===== src/rtl/bg_arb_pkg.sv =====
// Shared types for the background tile RAM arbiter: FSM states, byte-lane
// encoding and the read-lane selection helper.
package bg_arb_pkg;

  localparam int ADDR_W_DEF = 11;
  localparam int HOLD_W     = 4;

  typedef enum logic [2:0] {
    ST_IDLE  = 3'd0,
    ST_VID_A = 3'd1,
    ST_VID_D = 3'd2,
    ST_CPU_A = 3'd3,
    ST_CPU_D = 3'd4
  } arb_state_t;

  // Bit 0 = lo lane selected, bit 1 = hi lane selected.
  typedef enum logic [1:0] {
    LANE_NONE = 2'b00,
    LANE_LO   = 2'b01,
    LANE_HI   = 2'b10,
    LANE_BOTH = 2'b11
  } lane_t;

  function automatic logic [7:0] lane_byte(input lane_t lanes, input logic [15:0] q);
    return (lanes == LANE_HI) ? q[15:8] : q[7:0];
  endfunction

endpackage


===== src/rtl/bg_tileram_arbiter_if.sv =====
// Z80 side of the tile RAM arbiter: lane selects, strobe, address/data and WAIT.
interface bg_tileram_arbiter_if #(
  parameter int ADDR_W = 11
) ();

  logic              cpu_cs_lo_n;
  logic              cpu_cs_hi_n;
  logic              cpu_wr_n;
  logic [ADDR_W-1:0] cpu_addr;
  logic [7:0]        cpu_din;
  logic [7:0]        cpu_dout;
  logic              cpu_wait_n;

  modport master (
    output cpu_cs_lo_n, cpu_cs_hi_n, cpu_wr_n, cpu_addr, cpu_din,
    input  cpu_dout, cpu_wait_n
  );

  modport slave (
    input  cpu_cs_lo_n, cpu_cs_hi_n, cpu_wr_n, cpu_addr, cpu_din,
    output cpu_dout, cpu_wait_n
  );

endinterface


===== src/rtl/bg_arb_hold_timer.sv =====
// Loadable 4-bit down counter that stretches Z80 WAIT after data capture.
module bg_arb_hold_timer
  import bg_arb_pkg::*;
(
  input  logic              i_clk,
  input  logic              i_rst,
  input  logic              i_load,
  input  logic [HOLD_W-1:0] i_load_val,
  output logic              o_zero
);

  logic [HOLD_W-1:0] r_cnt;

  always_ff @(posedge i_clk) begin
    if (i_rst) begin
      r_cnt <= '0;
    end else if (i_load) begin
      r_cnt <= i_load_val;
    end else if (r_cnt != '0) begin
      r_cnt <= r_cnt - 1'b1;
    end
  end

  assign o_zero = (r_cnt == '0);

endmodule


===== src/rtl/bg_tileram_arbiter.sv =====
// Shares the single-port background tile RAM between the video tile fetcher
// (strict priority) and the Z80, which is stalled through an active-low WAIT.
module bg_tileram_arbiter
  import bg_arb_pkg::*;
#(
  parameter int ADDR_W   = ADDR_W_DEF,
  parameter int HOLD_CYC = 2
) (
  input  logic                 master_clk,
  input  logic                 reset,
  input  logic                 fetch_req,
  input  logic [ADDR_W-1:0]    fetch_addr,
  output logic [15:0]          tile_q,
  output logic                 tile_valid,
  bg_tileram_arbiter_if.slave  cpu,
  output logic [ADDR_W-1:0]    ram_addr,
  output logic [7:0]           ram_din,
  output logic                 ram_we_lo,
  output logic                 ram_we_hi,
  input  logic [15:0]          ram_q,
  output logic                 overrun
);

  localparam logic [HOLD_W-1:0] HOLD_LD = HOLD_W'(HOLD_CYC);

  arb_state_t r_state, w_state_nxt;

  logic              r_cs_prev;
  logic              r_cpu_pend;
  logic              r_cpu_done;
  logic              r_cpu_wr;
  lane_t             r_cpu_lanes;
  logic [ADDR_W-1:0] r_cpu_addr;
  logic [7:0]        r_cpu_din;
  logic [7:0]        r_cpu_dout;
  logic              r_vid_pend;
  logic [ADDR_W-1:0] r_vid_addr;
  logic [15:0]       r_tile_q;
  logic [ADDR_W-1:0] r_ram_addr;
  logic [7:0]        r_ram_din;
  logic              r_we_lo;
  logic              r_we_hi;
  logic              r_overrun;

  logic w_cs_any;
  logic w_cs_fall;
  logic w_arb_pt;
  logic w_cpu_keep;
  logic w_hold_zero;
  logic w_sel_lo;
  logic w_sel_hi;

  assign w_cs_any  = !cpu.cpu_cs_lo_n | !cpu.cpu_cs_hi_n;
  assign w_cs_fall = w_cs_any & !r_cs_prev;
  assign w_sel_lo  = (r_cpu_lanes == LANE_LO) || (r_cpu_lanes == LANE_BOTH);
  assign w_sel_hi  = (r_cpu_lanes == LANE_HI) || (r_cpu_lanes == LANE_BOTH);

  // CPU_D only delivers data if the select is still the one that started it.
  assign w_cpu_keep = (r_state == ST_CPU_D) & w_cs_any & !w_cs_fall;

  // Data-phase states double as arbitration points so a queued requester
  // starts its address phase without an extra IDLE cycle.
  always_comb begin
    w_state_nxt = r_state;
    w_arb_pt    = 1'b0;
    case (r_state)
      ST_VID_A: w_state_nxt = ST_VID_D;
      ST_CPU_A: w_state_nxt = ST_CPU_D;
      default: begin
        w_arb_pt = 1'b1;
        if (fetch_req | r_vid_pend)        w_state_nxt = ST_VID_A;
        else if (r_cpu_pend & w_cs_any)    w_state_nxt = ST_CPU_A;
        else                               w_state_nxt = ST_IDLE;
      end
    endcase
  end

  always_ff @(posedge master_clk) begin
    if (reset) begin
      r_state    <= ST_IDLE;
      r_cs_prev  <= 1'b0;
      r_cpu_pend <= 1'b0;
      r_cpu_done <= 1'b0;
      r_cpu_dout <= '0;
      r_vid_pend <= 1'b0;
      r_tile_q   <= '0;
      r_ram_addr <= '0;
      r_we_lo    <= 1'b0;
      r_we_hi    <= 1'b0;
      r_overrun  <= 1'b0;
    end else begin
      r_state   <= w_state_nxt;
      r_cs_prev <= w_cs_any;
      r_we_lo   <= 1'b0;
      r_we_hi   <= 1'b0;

      if (fetch_req & r_vid_pend) r_overrun <= 1'b1;

      if (w_arb_pt && w_state_nxt == ST_VID_A) begin
        r_vid_pend <= 1'b0;
        r_ram_addr <= fetch_req ? fetch_addr : r_vid_addr;
      end else if (fetch_req) begin
        r_vid_pend <= 1'b1;
      end

      if (r_state == ST_VID_D) r_tile_q <= ram_q;

      if (w_state_nxt == ST_CPU_A) begin
        r_cpu_pend <= 1'b0;
        r_ram_addr <= r_cpu_addr;
        r_we_lo    <= r_cpu_wr & w_sel_lo;
        r_we_hi    <= r_cpu_wr & w_sel_hi;
      end else if (!w_cs_any) begin
        r_cpu_pend <= 1'b0;
      end

      if (w_cs_fall) begin
        r_cpu_pend <= 1'b1;
        r_cpu_done <= 1'b0;
      end else if (w_cpu_keep) begin
        r_cpu_done <= 1'b1;
        r_cpu_dout <= lane_byte(r_cpu_lanes, ram_q);
      end
    end
  end

  always_ff @(posedge master_clk) begin
    if (fetch_req) r_vid_addr <= fetch_addr;
    if (w_cs_fall) begin
      r_cpu_addr  <= cpu.cpu_addr;
      r_cpu_din   <= cpu.cpu_din;
      r_cpu_wr    <= !cpu.cpu_wr_n;
      r_cpu_lanes <= lane_t'({!cpu.cpu_cs_hi_n, !cpu.cpu_cs_lo_n});
    end
    if (w_state_nxt == ST_CPU_A) r_ram_din <= r_cpu_din;
  end

  bg_arb_hold_timer u_hold (
    .i_clk      (master_clk),
    .i_rst      (reset),
    .i_load     (w_cpu_keep),
    .i_load_val (HOLD_LD),
    .o_zero     (w_hold_zero)
  );

  // A fresh select edge must pull WAIT low even though the previous access
  // still reads as done for this one cycle.
  assign cpu.cpu_wait_n = !(w_cs_any & !(r_cpu_done & !w_cs_fall & w_hold_zero));
  assign cpu.cpu_dout   = r_cpu_dout;

  assign tile_valid = (r_state == ST_VID_D);
  assign tile_q     = (r_state == ST_VID_D) ? ram_q : r_tile_q;
  assign ram_addr   = r_ram_addr;
  assign ram_din    = r_ram_din;
  assign ram_we_lo  = r_we_lo;
  assign ram_we_hi  = r_we_hi;
  assign overrun    = r_overrun;

endmodule

===== src/flat_wrapper.sv =====
// flat-port wrapper written by rule: the top's interface ports become plain ports
module bg_tileram_arbiter_flat import bg_arb_pkg::*;
#(
  parameter int ADDR_W   = ADDR_W_DEF,
  parameter int HOLD_CYC = 2
)
  (master_clk, reset, fetch_req, fetch_addr, tile_q, tile_valid, ram_addr, ram_din, ram_we_lo, ram_we_hi, ram_q, overrun, cpu_cpu_cs_lo_n, cpu_cpu_cs_hi_n, cpu_cpu_wr_n, cpu_cpu_addr, cpu_cpu_din, cpu_cpu_dout, cpu_cpu_wait_n);
  bg_tileram_arbiter_if #(.ADDR_W(ADDR_W)) cpu_i ();
  input  logic master_clk;
  input  logic reset;
  input  logic fetch_req;
  input  logic [ADDR_W-1:0] fetch_addr;
  output logic [15:0] tile_q;
  output logic tile_valid;
  output logic [ADDR_W-1:0] ram_addr;
  output logic [7:0] ram_din;
  output logic ram_we_lo;
  output logic ram_we_hi;
  input  logic [15:0] ram_q;
  output logic overrun;
  input wire logic [$bits(cpu_i.cpu_cs_lo_n)-1:0] cpu_cpu_cs_lo_n;
  input wire logic [$bits(cpu_i.cpu_cs_hi_n)-1:0] cpu_cpu_cs_hi_n;
  input wire logic [$bits(cpu_i.cpu_wr_n)-1:0] cpu_cpu_wr_n;
  input wire logic [$bits(cpu_i.cpu_addr)-1:0] cpu_cpu_addr;
  input wire logic [$bits(cpu_i.cpu_din)-1:0] cpu_cpu_din;
  output wire logic [$bits(cpu_i.cpu_dout)-1:0] cpu_cpu_dout;
  output wire logic [$bits(cpu_i.cpu_wait_n)-1:0] cpu_cpu_wait_n;
  assign cpu_i.cpu_cs_lo_n = cpu_cpu_cs_lo_n;
  assign cpu_i.cpu_cs_hi_n = cpu_cpu_cs_hi_n;
  assign cpu_i.cpu_wr_n = cpu_cpu_wr_n;
  assign cpu_i.cpu_addr = cpu_cpu_addr;
  assign cpu_i.cpu_din = cpu_cpu_din;
  assign cpu_cpu_dout = cpu_i.cpu_dout;
  assign cpu_cpu_wait_n = cpu_i.cpu_wait_n;
  bg_tileram_arbiter #(.ADDR_W(ADDR_W), .HOLD_CYC(HOLD_CYC)) u_core (.master_clk(master_clk), .reset(reset), .fetch_req(fetch_req), .fetch_addr(fetch_addr), .tile_q(tile_q), .tile_valid(tile_valid), .cpu(cpu_i), .ram_addr(ram_addr), .ram_din(ram_din), .ram_we_lo(ram_we_lo), .ram_we_hi(ram_we_hi), .ram_q(ram_q), .overrun(overrun));
endmodule

===== config.mk =====
export PLATFORM = sky130hd
export DESIGN_NAME = bg_tileram_arbiter_flat
export DESIGN_NICKNAME = d
export VERILOG_FILES = /design/src/rtl/bg_arb_pkg.sv /design/src/rtl/bg_tileram_arbiter_if.sv /design/src/rtl/bg_arb_hold_timer.sv /design/src/rtl/bg_tileram_arbiter.sv /design/src/flat_wrapper.sv
export SDC_FILE = /design/constraint.sdc
export NUM_CORES = 1
export LEC_CHECK = 0
export BUFFER_PORTS_ARGS = -buffer_cell sky130_fd_sc_hd__buf_4
export CAP_MARGIN = 25
export CORE_ASPECT_RATIO = 0.6
export CORE_MARGIN = 3
export CORE_UTILIZATION = 50
export CTS_CLUSTER_DIAMETER = 100
export DETAILED_ROUTE_END_ITERATION = 7
export PLACE_DENSITY_LB_ADDON = 0.05
export SETUP_SLACK_MARGIN = 0.2
export SKIP_CTS_REPAIR_TIMING = 1
export SLEW_MARGIN = 5
export SYNTH_ARGS = -nofsm -noshare
export SYNTH_HDL_FRONTEND = slang
export SYNTH_SLANG_ARGS = --single-unit
export TNS_END_PERCENT = 20

===== constraint.sdc =====
create_clock -name master_clk -period 2.1 [get_ports master_clk]
set_input_delay 0.21 -clock master_clk [delete_from_list [all_inputs] [get_ports master_clk]]
set_output_delay 0.21 -clock master_clk [all_outputs]
set_load 0.02 [all_outputs]

======== Word level (Yosys, flattened, before mapping) ========
Cells that the tools add are included.
cells by class
  add/subtract/negate cells ............... 1
  eq/ne operators ......................... 10
  multiplexer cells ....................... 14
  bitwise gates (word level) .............. 14
  reductions and logical operators ........ 20
operators with widths
  operator                                          count
  two-way mux 11 bit                                3
  two-way mux 16 bit                                1
  AND 1 bit                                         10
  OR reduction 2 bit                                5
  == test 3 x 2 -> 1 bit, second input constant     3
  two-way mux 8 bit                                 1
  zero test 1 bit                                   7
  == test 3 x 1 -> 1 bit, second input constant     2
  two-way mux 2 bit                                 3
  one-hot mux 3 bit (2 select lines)                1
  == test 2 bit, second input constant              2
  zero test 4 bit                                   1
  two-way mux 1 bit                                 4
  nonzero test 2 bit                                2
  nonzero test 4 bit                                1
  subtractor 4 x 1 -> 4 bit, second input constant  1
  == test 3 bit, second input constant              1
  two-way mux 3 bit                                 1
  inequality test 3 bit, second input constant      1
  == test 2 x 1 -> 1 bit, second input constant     1
  logical OR 1 bit                                  2
  inverter 1 bit                                    2
  OR 1 bit                                          2
  AND reduction 2 bit                               1
  logical AND 1 bit                                 1
word-level totals
  bits in registers ....................... 90
  bits of input ports ..................... 52
  output and inout port bits .............. 48

======== Depth between registers and ports, before layout ========
  depth after elaboration ................. 10
  depth in mapped cells ................... 7
  mapped depth without buffers ............ 4

======== Modules after synthesis ========
Synthesis repeated with hierarchy kept, for this count alone.
second synthesis, totals
  cells, all modules ...................... 250
  area total of the unflattened synthesis .. 3364.5 um2
modules (own cells, without submodules)
  module              instances  cells an instance  area an instance (um2)
  bg_tileram_arbiter  1          226                3135.5
  bg_arb_hold_timer   1          24                 229.0

======== Worst setup path after synthesis ========
No wires, ideal clock.
  path type ............................... reg-to-reg
  start point ............................. register u_core.r_cs_prev
  end point ............................... register u_core.r_cpu_addr[0] (enable)
  setup time .............................. 0.410 ns
  arrival ................................. 1.463 ns
  setup slack ............................. 0.226 ns
  stages on the path, launching flop included .. 2
  buffers on the path ..................... 0
  cells stage by stage .................... dfxtp_1 a21oi_1
on the way
  longest elaborated chain between the ends .. 2
RTL lines
  item                    line                       source
  start, declared         bg_tileram_arbiter.sv:28   logic r_cs_prev;
  start signal, assigned  bg_tileram_arbiter.sv:93   r_cs_prev <= w_cs_any;
  zero test 1 bit         bg_tileram_arbiter.sv:54   assign w_cs_fall = w_cs_any & !r_cs_prev;
  AND 1 bit               bg_tileram_arbiter.sv:54
  via u_core.w_cs_fall    bg_tileram_arbiter.sv:46   logic w_cs_fall;
  end signal, assigned    bg_tileram_arbiter.sv:130  r_cpu_addr <= cpu.cpu_addr;
  end, declared           bg_tileram_arbiter.sv:33   logic [ADDR_W-1:0] r_cpu_addr;
The timed path passes the listed nets, and every way through them passes these cells.
A chain may end at the register's enable or synchronous reset.

======== Worst setup path in the final report ========
  start point ............................. register u_core.r_state[1]
  end point ............................... output port tile_q[12]
on the way
  longest elaborated chain between the ends .. 2
RTL lines
  item                    line                       source
  start, declared         bg_tileram_arbiter.sv:26   arb_state_t r_state, w_state_nxt;
  start signal, assigned  bg_tileram_arbiter.sv:92   r_state <= w_state_nxt;
  == test 3 x 2 -> 1 bit  bg_tileram_arbiter.sv:152  assign tile_q = (r_state == ST_VID_D) ? ram_q : r_tile_q;
  two-way mux 16 bit      bg_tileram_arbiter.sv:152
  end, declared           flat_wrapper.sv:13         output logic [15:0] tile_q;
Every way passes these cells.

==> flow_metrics.env <==
export IMPL_clock_sinks=90
export IMPL_overflow=0
export IMPL_ir_drop_uv=558
export IMPL_grt_max_degree=49
export IMPL_yosys_area_top_type="dfxtp_1"
export IMPL_finClkSkew_ps=9.61
export IMPL_ys_flop_type="dfxtp_1"
export IMPL_drc=0
export IMPL_worstHoldStart="cpu_cpu_addr[5]"
export IMPL_crit_chain="nor3b_4, buf_6, clkbuf_16, mux2_4, buf_4"
export IMPL_power_density_nw_per_um2=865
export IMPL_path_depth=5
export IMPL_rr_startpoint="u_core.r_cpu_pend"
export IMPL_leakagePower_nw=1.85
export IMPL_synth_cell_type_count=36
export IMPL_grt_pass1_vias=1963
export IMPL_area_delta_synth_final_pct=39.7
export IMPL_max_cap_viol_count=0
export IMPL_yosys_warnings=0
export IMPL_reg2reg_depth=4
export IMPL_max_freq_mhz=525
export IMPL_clock_path_buffers=2
export IMPL_syn_area_per_cell_um2=13.3
export IMPL_period_share_pct=90.7
export IMPL_gp_congestion=0.751
export IMPL_endpoint_kind="primary output"
export IMPL_h_tree_depth=3
export IMPL_antenna_found_initial=0
export IMPL_path_buf_inv=3
export IMPL_nFillCells=386
export IMPL_gr_usage_all_layers_pct=17.9
export IMPL_row_count=21
export IMPL_crit_start="u_core.r_state[1]"
export IMPL_hold_class="in -> reg"
export IMPL_wl_met2_um=3180
export IMPL_finalCriticalPeriod_ps=1910
export IMPL_synth_top_cell_area_share_pct=37.8
export IMPL_p_total_mw=3.85
export IMPL_cp_required_ps=1890
export IMPL_ant_nets=0
export IMPL_die_area_um2=7390
export IMPL_async_reset_ff_share_pct=0
export IMPL_clock_root_buffer="clkbuf_8"
export IMPL_layout_drive_gt1_share_pct=45.9
export IMPL_ios=100
export IMPL_cp_slowest_cell="dfxtp_2"
export IMPL_fp_dieH_um=67.8
export IMPL_hold_slack_ps=27.1
export IMPL_first_pass_iters=5
export IMPL_top_layer="met4"
export IMPL_core_area_um2=5860
export IMPL_clock_latency_ps=350
export IMPL_synth_fp_nets=291
export IMPL_endpoint="tile_q[12]"
export IMPL_finalSetupTns_ps=0
export IMPL_wl_met3_um=641
export IMPL_outcome="completed"
export IMPL_worst_setup_path_start_kind="register"
export IMPL_initial_core_util_pct=54.3
export IMPL_ff2ff_setup_slack_ps=450
export IMPL_place_hpwl_um=4590
export IMPL_num_vias=2207
export IMPL_numCtsBuffers=9
export IMPL_path_max_fanout=4
export IMPL_drt_total_wl_um=6900
export IMPL_n_antenna_cell=0
export IMPL_first_iter_violations=96
export IMPL_setup_viol=0
export IMPL_cts_tree="done"
export IMPL_syn_cell_area_um2=3180
export IMPL_layout_cells_most_common="buf_4"
export IMPL_synth_cells=239
export IMPL_yosys_register_bits=90
export IMPL_worstMarginPinSlew_ps=911
export IMPL_max_stage_delay_ps=370
export IMPL_grt_first_pass_wirelength_um=9630
export IMPL_rsz0062_at_grt="yes"
export IMPL_ys_seq_area_share_pct=66.1
export IMPL_hold_viol=0
export IMPL_die_width_um=109
export IMPL_wl_per_cell_um=16.0
export IMPL_multi_input_area_um2=1080
export IMPL_numPortBuffers=99
export IMPL_clkTransAtPathRegs_ps=80
export IMPL_post_drt_via_cell_ratio=5.12
export IMPL_synthTopCellsByArea="dfxtp_1, edfxtp_1, mux2_2"
export IMPL_timing_slew_headroom_pct=38.9
export IMPL_r2r_end="u_core.ram_addr[10]"
export IMPL_layout_common_cells="buf_4, dfxtp_1, edfxtp_1, nor2_1, nor2b_1"
export IMPL_fin_util_pct=75.8
export IMPL_wl_met1_um=3000
export IMPL_register_area_um2=2100
export IMPL_cp_top_family="buffers and inverters"
export IMPL_cp_data_arrival_time_ps=1700
export IMPL_synth_edf_count=30
export IMPL_crit_type="reg -> out"
export IMPL_fin_nets=398
export IMPL_slew_viol_final=0
[cell families (layout without fill, tap and decap cells)]
| kind of cell | Yosys count | after routing | synth area share (%) |
|---|---|---|---|
| AO/OA/AOI/OAI | 31 | 31 | 7.51 |
| buffers and inverters | 18 | 130 | 2.63 |
| multiplexers | 38 | 38 | 13.0 |
| AND/OR/NAND/NOR | 61 | 61 | 10.5 |
| XOR/XNOR | 1 | 1 | 0.275 |
| flip-flops | 90 | 90 | 66.1 |
[registers in the layout, summed over array words and instances, names as in the netlist, 2 cells and up]
name	flops
u_core.cpu.cpu_dout	8
u_core.r_cpu_addr	11
u_core.r_cpu_din	8
u_core.r_cpu_lanes	2
u_core.r_state	3
u_core.r_tile_q	16
u_core.r_vid_addr	11
u_core.ram_addr	11
u_core.ram_din	8
u_core.u_hold.r_cnt	4
[worst min path at each step]
stage | endpoint | slack, ps | cells after the start
after global placement | u_core.r_cpu_addr[3] | 390 | 1
after CTS | u_core.r_cpu_addr[5] | 6 | 1
after floorplan | u_core.r_cpu_addr[0] | 310 | 0
after global routing | u_core.r_cpu_addr[5] | 2 | 1
after detailed placement | u_core.r_cpu_addr[5] | 390 | 1
final | u_core.r_cpu_addr[5] | 30 | 1
[where the power goes]
| group | total, mW | switching [mW] | internal (mW) |
|---|---|---|---|
| combinational | 0.621 | 0.295 | 0.327 |
| sequential | 1.98 | 0.0564 | 1.92 |
| clock | 1.24 | 0.576 | 0.667 |
| total | 3.85 | 0.927 | 2.92 |
[synth_stat cells (2+ instances only)]
library cell,n
dfxtp_1,60
edfxtp_1,30
nor2_1,24
mux2_2,18
nor2b_1,17
mux2i_1,11
mux2_1,9
a211oi_1,8
a222oi_1,8
clkbuf_1,8
o21ai_0,5
buf_2,4
inv_1,4
nand2_1,4
a21oi_1,3
nand3b_1,3
nor3_1,3
and4b_1,2
[metrics by stage]
step	setup WS (ps)	instance area, um^2	cells
floorplan	226	3180	239
global placement	479	4040	411
detailed placement	441	4040	411
CTS	97.5	4250	427
global route	138	4440	431
finish	194	4440	431
[per-layer routing]
metal	vias to the layer above	track usage (%)
li1	1082	-
met1	1036	23.8
met2	82	25.8
met3	7	7.45
met4	0	7.24
met5	-	0
[cell type report]
| type | count | area share, % |
|---|---|---|
| Sequential cell | 90 | 47.3 |
| Multi-Input combinational cell | 131 | 24.4 |
| Timing Repair Buffer | 110 | 20.8 |
| Clock buffer | 9 | 2.79 |
| Tap cell | 80 | 2.25 |
| Clock inverter | 7 | 2.11 |
| Inverter | 4 | 0.338 |
Power figures use the tool's default switching activity.
